### src/rtl/mcu_pipe_pkg.sv
// Shared pipeline definitions for the MCU hazard logic: default register
// address width, scoreboard depth, the hardwired-zero register address and
// the scoreboard entry layout.
package mcu_pipe_pkg;

  localparam int AW_DEF    = 3;
  localparam int DEPTH_DEF = 2;

  localparam logic [AW_DEF-1:0] R0 = '0;

  // One in-flight instruction ahead of decode: valid flag and destination.
  typedef struct packed {
    logic              v;
    logic [AW_DEF-1:0] dst;
  } sb_entry_t;

endpackage

### src/rtl/hazard_cmp.sv
// Per-stage comparator: flags whether the decode operands read the register
// that this scoreboard entry is going to write.
module hazard_cmp
  import mcu_pipe_pkg::*;
(
  input  sb_entry_t         entry,
  input  logic [AW_DEF-1:0] AA,
  input  logic [AW_DEF-1:0] BA,
  input  logic              MA,
  input  logic              MB,
  input  logic              valid_in,
  output logic              match_a,
  output logic              match_b
);

  // R0 is never tracked, so a valid entry always holds a real register.
  assign match_a = valid_in & ~MA & entry.v & (entry.dst == AA);
  assign match_b = valid_in & ~MB & entry.v & (entry.dst == BA);

endmodule

### src/rtl/hazard_scoreboard.sv
// Data-hazard scoreboard for the MCU pipeline. Shifts the destinations of up
// to DEPTH in-flight instructions, raises the active-low stall DHS while a
// decode operand depends on one of them, and clears everything on flush.
// Optional macro HAZARD_FWD_EN: the oldest stage (DEPTH) is bypassed instead
// of stalled, reported on fwd_a/fwd_b.
// AW must equal the package width AW_DEF (the entry type is sized by it).
module hazard_scoreboard
  import mcu_pipe_pkg::*;
#(
  parameter int AW    = AW_DEF,
  parameter int DEPTH = DEPTH_DEF,
  parameter int CNT_W = 16
) (
  input  logic             clk,
  input  logic             rst,
  input  logic             valid_in,
  input  logic [AW-1:0]    AA,
  input  logic [AW-1:0]    BA,
  input  logic             MA,
  input  logic             MB,
  input  logic [AW-1:0]    DA,
  input  logic             RW,
  input  logic             flush,
  output logic             DHS,
  output logic             hazard_a,
  output logic             hazard_b,
  output logic             fwd_a,
  output logic             fwd_b,
  output logic [CNT_W-1:0] stall_cnt
);

  logic [DEPTH:1] sb_v;
  logic [AW-1:0]  sb_dst [1:DEPTH];
  sb_entry_t      sb_e   [1:DEPTH];
  logic [DEPTH:1] m_a;
  logic [DEPTH:1] m_b;
  logic           hz_a;
  logic           hz_b;
  logic           fa;
  logic           fb;

  genvar g;
  generate
    for (g = 1; g <= DEPTH; g++) begin : g_cmp
      assign sb_e[g].v   = sb_v[g];
      assign sb_e[g].dst = sb_dst[g];
      hazard_cmp u_cmp (
        .entry    (sb_e[g]),
        .AA       (AA),
        .BA       (BA),
        .MA       (MA),
        .MB       (MB),
        .valid_in (valid_in),
        .match_a  (m_a[g]),
        .match_b  (m_b[g])
      );
    end
  endgenerate

  // Combine stage matches into stall flags; the oldest stage either stalls or forwards.
  always_comb begin
    hz_a = 1'b0;
    hz_b = 1'b0;
    fa   = 1'b0;
    fb   = 1'b0;
    for (int k = 1; k < DEPTH; k++) begin
      hz_a = hz_a | m_a[k];
      hz_b = hz_b | m_b[k];
    end
`ifdef HAZARD_FWD_EN
    fa = m_a[DEPTH] & ~hz_a;
    fb = m_b[DEPTH] & ~hz_b;
`else
    hz_a = hz_a | m_a[DEPTH];
    hz_b = hz_b | m_b[DEPTH];
`endif
  end

  assign hazard_a = hz_a;
  assign hazard_b = hz_b;
  assign fwd_a    = fa;
  assign fwd_b    = fb;
  assign DHS      = flush | ~(hz_a | hz_b);

  // Valid bits: shift each cycle, bubble into stage 1 on stall, clear on flush.
  always_ff @(posedge clk or posedge rst) begin
    if (rst) begin
      sb_v <= '0;
    end else if (flush) begin
      sb_v <= '0;
    end else begin
      sb_v[1] <= DHS & valid_in & RW & (DA != R0);
      for (int k = 2; k <= DEPTH; k++) begin
        sb_v[k] <= sb_v[k-1];
      end
    end
  end

  // Destination addresses shift unconditionally; they are qualified by sb_v.
  always_ff @(posedge clk) begin
    sb_dst[1] <= DA;
    for (int k = 2; k <= DEPTH; k++) begin
      sb_dst[k] <= sb_dst[k-1];
    end
  end

  // Saturating count of cycles spent stalled.
  always_ff @(posedge clk or posedge rst) begin
    if (rst) begin
      stall_cnt <= '0;
    end else if (!DHS && (stall_cnt != {CNT_W{1'b1}})) begin
      stall_cnt <= stall_cnt + 1'b1;
    end
  end

endmodule

### config.mk
export PLATFORM = sky130hd
export DESIGN_NAME = hazard_scoreboard
export DESIGN_NICKNAME = d
export VERILOG_FILES = /design/src/rtl/mcu_pipe_pkg.sv /design/src/rtl/hazard_cmp.sv /design/src/rtl/hazard_scoreboard.sv
export SDC_FILE = /design/constraint.sdc
export NUM_CORES = 1
export LEC_CHECK = 0
export CAP_MARGIN = 5
export CORE_ASPECT_RATIO = 1.5
export CORE_MARGIN = 2
export CORE_UTILIZATION = 46
export CTS_CLUSTER_DIAMETER = 50
export DETAILED_ROUTE_END_ITERATION = 7
export PLACE_DENSITY = 0.79
export SLEW_MARGIN = 10
export SYNTH_ARGS = -nofsm -noshare
export SYNTH_HDL_FRONTEND = slang
export SYNTH_SLANG_ARGS = --single-unit
### constraint.sdc
create_clock -name clk -period 1.95 [get_ports clk]
set_input_delay 0.39 -clock clk [delete_from_list [all_inputs] [get_ports clk]]
set_output_delay 0.39 -clock clk [all_outputs]
set_load 0.02 [all_outputs]
; Yosys cells after proc, flatten, opt, wreduce, memory -nomap -nowiden
; Memories as Yosys holds them, arrays and structs flattened.
; Index checks and enable logic that the tools add are counted.
[op_classes]
add_sub_neg = 1
n_eq_ne = 5
bitwise_logic = 20
reduce_logical = 3
muxes = 1
[ops]
columns = op, count
row1 = $add 16x1->16 const B, 1
row2 = $ne 16x16->1 const B, 1
row3 = $and 1x1->1, 13
row4 = $eq 3x3->1, 4
row5 = $or 1x1->1, 4
row6 = $not 1->1, 3
row7 = $reduce_bool 3->1, 1
row8 = $mux 2, 1
row9 = $logic_and 1x1->1, 1
row10 = $logic_not 1->1, 1
[word_totals]
n_memories = 1
ram_bits = 6
regBits = 18
in_bits = 16
word_cells = 33
[mem_list]
columns = memory, words, word_bits, rd, rd_ports_with_merged_regs, wr, line_no
row1 = sb_dst, 2, 3, 2, 0, 2, hazard_scoreboard.sv:33  ; logic [AW-1:0] sb_dst [1:DEPTH];

; Depth between registers and ports, before layout
; Gate-level depths: netlist of run 1.
[depth]
depth_word = 12
mapped_depth = 7

; Hierarchy
; Synthesis of run 1 repeated with hierarchy kept, for this count alone.
[hier_totals]
hier_cells = 108
hier_area_um2 = 1226.2
[modules_own_cells]
columns = module, seq_area_each_um2, area_per_inst_um2, n_inst, cells_per_inst
row1 = hazard_scoreboard, 570.5, 1041.0, 1, 88
row2 = hazard_cmp, 0.0, 92.6, 2, 10

; Least setup slack after synthesis of run 1
; OpenSTA, ideal clock, no wires.
[synth_path]
kind = input to register
start = in AA[0]
end = reg stall_cnt[14]
n_path_buf = 0
arrival_time_ns = 1.792
path_stages = 6
slack_ns = 0.033
path_cell_list = xnor2_1 -> nand4_1 -> a21oi_2 -> o21bai_2 -> nor4_1 -> mux2_2
[synth_via]
elab_chain_len = 8
elab_cells_between_ends = 10
cone_classes = 2 x eq/ne / 6 x bitwise / 2 x reduce/logical
[synth_lines]
columns = item, line_no
row1 = from (decl), hazard_scoreboard.sv:17  ; input logic [AW-1:0] AA,
row2 = $eq 3x3->1, hazard_cmp.sv:17  ; assign match_a = valid_in & ~MA & entry.v & (entry.dst == AA);
row3 = $and 1x1->1, hazard_cmp.sv:17
row4 = $or 1x1->1 (*), hazard_scoreboard.sv:74  ; hz_a = hz_a | m_a[DEPTH];
row5 = net hazard_a, hazard_scoreboard.sv:25  ; output logic hazard_a,
row6 = $or 1x1->1 (*), hazard_scoreboard.sv:83  ; assign DHS = flush | ~(hz_a | hz_b);
row7 = $not 1->1 (*), hazard_scoreboard.sv:83
row8 = $or 1x1->1 (*), hazard_scoreboard.sv:83
row9 = $logic_not 1->1 (*), hazard_scoreboard.sv:111  ; end else if (!DHS && (stall_cnt != {CNT_W{1'b1}})) begin
row10 = $logic_and 1x1->1 (*), hazard_scoreboard.sv:111
row11 = to (signal assigned), hazard_scoreboard.sv:112  ; stall_cnt <= stall_cnt + 1'b1;
row12 = to (decl), hazard_scoreboard.sv:29  ; output logic [CNT_W-1:0] stall_cnt
; The timed path passes the listed nets; every way through them passes the cells marked *.
; A chain may end at the register's enable or synchronous reset.

==> results.md, run 1 <==
* Internal at ~0.00066 W
* Max FO, Critical Path at 4
* Setup Viol. Count Final at 0
* CTS tree: yes
* Req. time, crit path at 2.13 ns
* Min-delay worst type: reg -> reg
* Max-cap viol count at 0
* Cell Count, Final, Fillers Out at 180
* Synth top area cells: dfrtp_1 38%, dfxtp_1 10%, xnor2_1 9.5%
* CP cell instances: xnor2_1 > nand4_1 > a21oi_2 > o21bai_2 > buf_4 > buf_4 > nor4_1 > a31oi_1
* Routability cong. at approximately 0.79
* DRC Markers at 0
* Final WS setup at 0.08440 ns
* Static Leak at 0.7441 nW
* Final ANT Viol Nets at 0
* Flip-flop and latch count after synthesis at 24
* Final Util at 0.6793
* Critical path endpoint category: flip-flop
* Maximum vdd ir drop at 367.4 uV
* Via Count at approximately 1000
* Total Routing Usage GR at 0.2024
* CTS H-Tree Depth at 1
* Inserted Diodes at 0
* P&R area growth vs syn at 40.25%
* Initial DRC count at 14
* Hold buffers post-CTS at 0
* Core Area at 0.002477 sq mm
* Final hold slack at 0.3814 ns
* Total Nets Final at about 170
* Library cells used by synthesis at 28
* Max Clk Rate at between 500 and 600 MHz
* Routed wire length per instance at 15.39 um
* Clk_lat worst skew at 0.30 ns
* Bufs on Longest Clock Path at 2
* Global-route wire length before repair at 4443 um
* Seq pwr share at 0.611
* 1st-pass router iterations at 4
* Via/cell ratio at 5.422
* Worst-path clk slew at 0.13 ns
* Post-DP HPWL at 2131 um
* Setup CP Type: reg -> reg
* IO Port Bufs at 34
* Initial core utilization at 0.4843
* Layout cells sized above 1 at 0.2308
* Power Density at 518.2 mW/mm^2
* Status: finished, final reports clean
* Pre-CTS WS at -0.5444 ns
* Register area share after synthesis at 0.4755
* Inserted Clock Buffers at 3
* Ratio of final minimum period to clock period at 0.9567
* Sw power at 0.0002126 W
* Fillers at 202
* RSZ-0062 raised after global routing: true
* Boundary Pins at 37
* Slowest stage delay, CP at roughly 0.35 ns
* Sw frac at 0.2438
* Die width at ~46 um
* Syn. warnings at 0
* Mapped Area at 0.001200 sq mm
* Crit path top cell by count: buf_4
* Crit path DAT at 2.05 ns
* Yosys top cell area share at 0.3754
* Cell Rows at 22
* Final hold vios at 0
* Combinational cell fraction of total power at 0.138
* Slew Limit Fails at 0
* Largest net degree at the start of global routing at 19
* Placed insts at about 180
* Largest area contributor in the netlist: dfrtp_1
* Clock group share of total power at 0.251
* Avg Inst Size Synth at roughly 11 sq um
* # clock sinks at 24
* Root Driver: clkbuf_4
* Startpoint types: flip-flop
* Slowest-stage cell, CP: dfxtp_1
* Routed wire length at 2771 um
* GRT overflow at 0
* Crit path time final at 1.866 ns
* Initial antenna violation count at 0
* Worst clock skew at 0.005767 ns
* Die footprint at 0.003041 sq mm
* Setup TNS at 0 ns
* Synth Instances at 111
* Number of global-route vias before repair at 1005
* Die height at 66.55 um
## critical path, delay by kind of cell (launching register included)
family                 cells  cell delay (ns)
AO/OA/AOI/OAI              3             0.48
AND/OR/NAND/NOR            2             0.42
flip-flops                 1             0.35
buffers and inverters      2             0.32
XOR/XNOR                   1             0.19
## area by class of cell
type	count	area, sq um	share of cell area
multi-input combinational	81	643.1	0.3822
sequential	24	576.8	0.3428
timing repair buffer	43	391.6	0.2327
tap	24	30.03	0.01784
clock buffer	4	26.28	0.01561
inverter	4	15.01	0.008922
## synthesized netlist by cell type (all sizes together)
master	count
nor2	6
dfrtp	18
nand2b	2
o21bai	1
nor3b	1
dfxtp	6
buf	3
nor2b	1
xnor2	13
nor4	8
mux2	3
inv	4
ha	1
xor2	11
nor4b	3
o41a	1
a21oi	2
a31oi	1
conb	1
nand2	9
nand3	8
nand4	4
nor3	4
## logic make-up (layout without fill, tap and decap cells)
group / count (synthesis) / count (layout) / synth area share
AO/OA/AOI/OAI: 5 / 5 / 0.03859
XOR/XNOR: 24 / 24 / 0.1752
adder cells (fa/ha/maj): 1 / 1 / 0.01043
buffers and inverters: 7 / 51 / 0.03440
flip-flops: 24 / 24 / 0.4755
multiplexers: 3 / 3 / 0.02815
other: 1 / 2 / 0.003125
AND/OR/NAND/NOR: 46 / 46 / 0.2346
## power groups by stage
stage           logic, W  registers (W)  clock network, W
6_report        0.000120       0.000533          0.000219
2_1_floorplan  0.0000494       0.000548                 0
4_1_cts         0.000120       0.000532          0.000223
3_3_place_gp    0.000120       0.000541                 0
3_5_place_dp    0.000123       0.000542                 0
5_1_grt         0.000132       0.000536          0.000248
## state kept, by name, indices dropped and copies added, names as in the netlist
register,flops
sb_v,2
stall_cnt,16
sb_dst,6
## per-stage QoR
stage               area, sq um  power [W]
global placement           1615  0.0006602
finish                     1683  0.0008721
global route               1683  0.0009165
detailed placement         1615  0.0006654
floorplan                  1204  0.0005977
CTS                        1655  0.0008755
## final timing paths
path,from,endpoint,slack (ns),cells after the start
worst max-delay path,sb_dst[2][1]$_DFF_P_,stall_cnt[15]$_DFFE_PP0P_,0.08,8
worst min-delay path,sb_dst[1][0]$_DFF_P_,sb_dst[2][0]$_DFF_P_,0.38,0
worst max register to register,sb_dst[2][1]$_DFF_P_,stall_cnt[15]$_DFFE_PP0P_,0.08,8
worst min register to register,sb_dst[1][0]$_DFF_P_,sb_dst[2][0]$_DFF_P_,0.38,0
max in group asynchronous,rst,stall_cnt[6]$_DFFE_PP0P_,1.35,3
min in group asynchronous,rst,stall_cnt[10]$_DFFE_PP0P_,0.41,3
## routing by layer
metal / track usage / vias up / share of wire
li1: - / 469 / -
met1: 0.2413 / 473 / 0.40
met2: 0.3556 / 30 / 0.55
met3: 0.02168 / 4 / 0.042
met4: 0.08214 / 0 / 0.014
met5: 0 / - / 0
## placed cells by master, fill, tap and decap left out, drive strengths merged
master	instances
clkdlybuf4s50	25
nor3	4
nor3b	1
a21oi	2
dfrtp	18
nor4b	3
xnor2	13
nand4	4
conb	2
nand2b	2
nand2	9
mux2	3
clkdlybuf4s15	1
o41a	1
buf	11
dlygate4sd2	6
nor2b	1
a31oi	1
clkbuf	4
o21bai	1
nor2	6
dfxtp	6
inv	4
xor2	11
ha	1
nor4	8
nand3	8
## what timing repair did
item | 4_1_cts | 5_1_grt
pin swaps | 4 | 8
setup endpoints to repair | 15 | 12
buffers inserted | 0 | 0
gates resized for setup | 20 | 11
Power figures use the tool's default switching activity.
==> inputs of run 2 (changes only) <==
CORE_MARGIN = unset   (was 2)
==> results.md, run 2 (synthesized netlist as in run 1, its figures left out) <==
* CTS H-Tree Depth at 1
* Total Routing Usage GR at 0.2205
* Cell Rows at 22
* Combinational cell fraction of total power at 0.140
* Slowest stage delay, CP at slightly above 0.3 ns
* Initial antenna violation count at 0
* Sw power at 0.0002279 W
* Setup Viol. Count Final at 0
* Setup CP Type: in -> reg
* Final ANT Viol Nets at 0
* Critical path endpoint category: flip-flop
* P&R area growth vs syn at 48.59%
* # clock sinks at 24
* Largest net degree at the start of global routing at 19
* Die footprint at 0.002821 sq mm
* Max-cap viol count at 0
* Final Util at 0.7278
* Inserted Diodes at 0
* RSZ-0062 raised after global routing: true
* Min-delay worst type: in -> async
* Clk_lat worst skew at 0.33 ns
* Most frequent cells in the layout: 25 x clkdlybuf4s50_1, 18 x dfrtp_1, 11 x xor2_1, 11 x buf_4, 9 x nand2_1
* Initial core utilization at 0.4898
* FF/Latch Area at 585.6 sq um
* CP delay by family, top: buffers and inverters
* Final hold vios at 0
* Post-DP HPWL at 2118 um
* Routed wire length at 3043 um
* Routed wire length per instance at 16.63 um
* Worst clock skew at 0.007467 ns
* Status: complete, but fails checks
* Die height at about 65 um
* Critical path launch point: AA[1]
* Static Leak at 0.7653 nW
* Bufs on Longest Clock Path at 2
* Core Area at 0.002450 sq mm
* Max FFs per register at 16
* Worst-path clk slew at 0.13 ns
* CP cell instances: dlygate4sd2_1 > xnor2_1 > nand4_1 > a21oi_2 > o21bai_2 > buf_6 > buf_4 > nor4b_2 > xor2_1
* Area occupied by multi-input gates at 698.2 sq um
* Ratio of final minimum period to clock period at 0.9769
* Routability cong. at 0.8506
* Maximum vdd ir drop at about 500 uV
* Via/cell ratio at 5.563
* Most common cell after layout, fill and taps aside: clkdlybuf4s50_1
* Root Driver: clkbuf_4
* Fillers at between 150 and 200
* Final WS setup at 0.04497 ns
* Initial DRC count at 35
* Violated checks: DRC
* Biggest register: stall_cnt
* Seq pwr share at 0.575
* Crit path time final at 1.905 ns
* Crit path buffers/inverters at 3
* Internal at 0.0006984 W
* Sw frac at 0.2460
* Power Density at 519.5 mW/mm^2
* CTS tree: yes
* GRT overflow at 0
* RR Startpoint: sb_dst[1][0]$_DFF_P_
* Inserted Clock Buffers at 3
* Startpoint types: input pin
* CP endpoint: stall_cnt[3]$_DFFE_PP0P_
* Worst R2R Setup Slack at 0.07 ns
* Largest registers: stall_cnt x16, sb_dst x6, sb_v x2
* Die width at 43.70 um
* Via Count at 1018
* Number of global-route vias before repair at between 1000 and 1500
* Pre-CTS WS at -0.5636 ns
* Slew Limit Fails at 0
* Max FO, Critical Path at 10
* Max Clk Rate at 524.9 MHz
* Total Nets Final at 177
* 1st-pass router iterations at 6
* Layout cells sized above 1 at 0.3145
* IO Port Bufs at 34
* Worst path depth at 9
* DRC Markers at 5
* R2r worst-path depth at 8
* Global-route wire length before repair at 4498 um
* Slowest-stage cell, CP: nor4b_2
* Clock group share of total power at 0.286
* Boundary Pins at 37
* Hold buffers post-CTS at 0
* Crit path DAT at 2.16 ns
* Critical R2R Capture: stall_cnt[3]$_DFFE_PP0P_
* Req. time, crit path at 2.20 ns
## run 2: what timing repair did
item | CTS | global route
pin swaps | 8 | 13
resized for setup | 24 | 23
endpoints found under the hold margin | 0 | 0
buffers inserted | 1 | 0
setup endpoints to repair | 16 | 13
## run 2: layout make-up
| class | instances | share of cell area |
|---|---|---|
| flip-flops and latches | 24 | 0.3284 |
| well taps | 24 | 0.01684 |
| repair buffers | 46 | 0.2344 |
| inverters | 4 | 0.008421 |
| multi-input cells | 81 | 0.3916 |
| clock buffers | 4 | 0.02035 |
## run 2: tightest hold or removal path: cells and delay by family
family | cells | cell delay [ns]
buffers and inverters | 3 | 0.71
## run 2: power groups by stage
stage	Combinational, W	Clock [W]	Sequential (W)
after detailed placement	0.000122	0	0.000541
after CTS	0.000119	0.000267	0.000532
after global routing	0.000137	0.000289	0.000536
final	0.000129	0.000265	0.000532
after floorplan	0.0000494	0	0.000548
after global placement	0.000120	0	0.000541
## run 2: how the worst min path moves through the flow
stage                         startpoint                  endpoint  cells after the start
CTS                                  rst  stall_cnt[7]$_DFFE_PP0P_                      3
floorplan                            rst         sb_v[1]$_DFF_PP0_                      1
finish                               rst  stall_cnt[5]$_DFFE_PP0P_                      3
global route                         rst  stall_cnt[5]$_DFFE_PP0P_                      3
global placement    sb_dst[1][2]$_DFF_P_      sb_dst[2][2]$_DFF_P_                      0
detailed placement  sb_dst[1][2]$_DFF_P_      sb_dst[2][2]$_DFF_P_                      0
## run 2: metal layers
metal / GRT usage / vias to the layer above / wire [um] / part of all wire
li1: - / 484 / - / -
met1: 0.2164 / 484 / 1132 / 0.37
met2: 0.3899 / 42 / 1622 / 0.53
met3: 0.05850 / 8 / 218 / 0.072
met4: 0.1406 / 0 / 70 / 0.023
met5: 0 / - / 0 / 0
## run 2: stage by stage
stage | setup TNS [ns] | hold slack, ns | instances | power (W) | cell area (sq um)
2_1_floorplan | 0 | 0.3286 | 112 | 0.0005977 | 1204
3_3_place_gp | -7.003 | 0.3792 | 178 | 0.0006602 | 1630
3_5_place_dp | -8.384 | 0.3819 | 178 | 0.0006635 | 1630
4_1_cts | 0 | 0.3981 | 183 | 0.0009178 | 1690
5_1_grt | -0.06640 | 0.4089 | 183 | 0.0009620 | 1783
6_report | 0 | 0.3782 | 183 | 0.0009263 | 1783
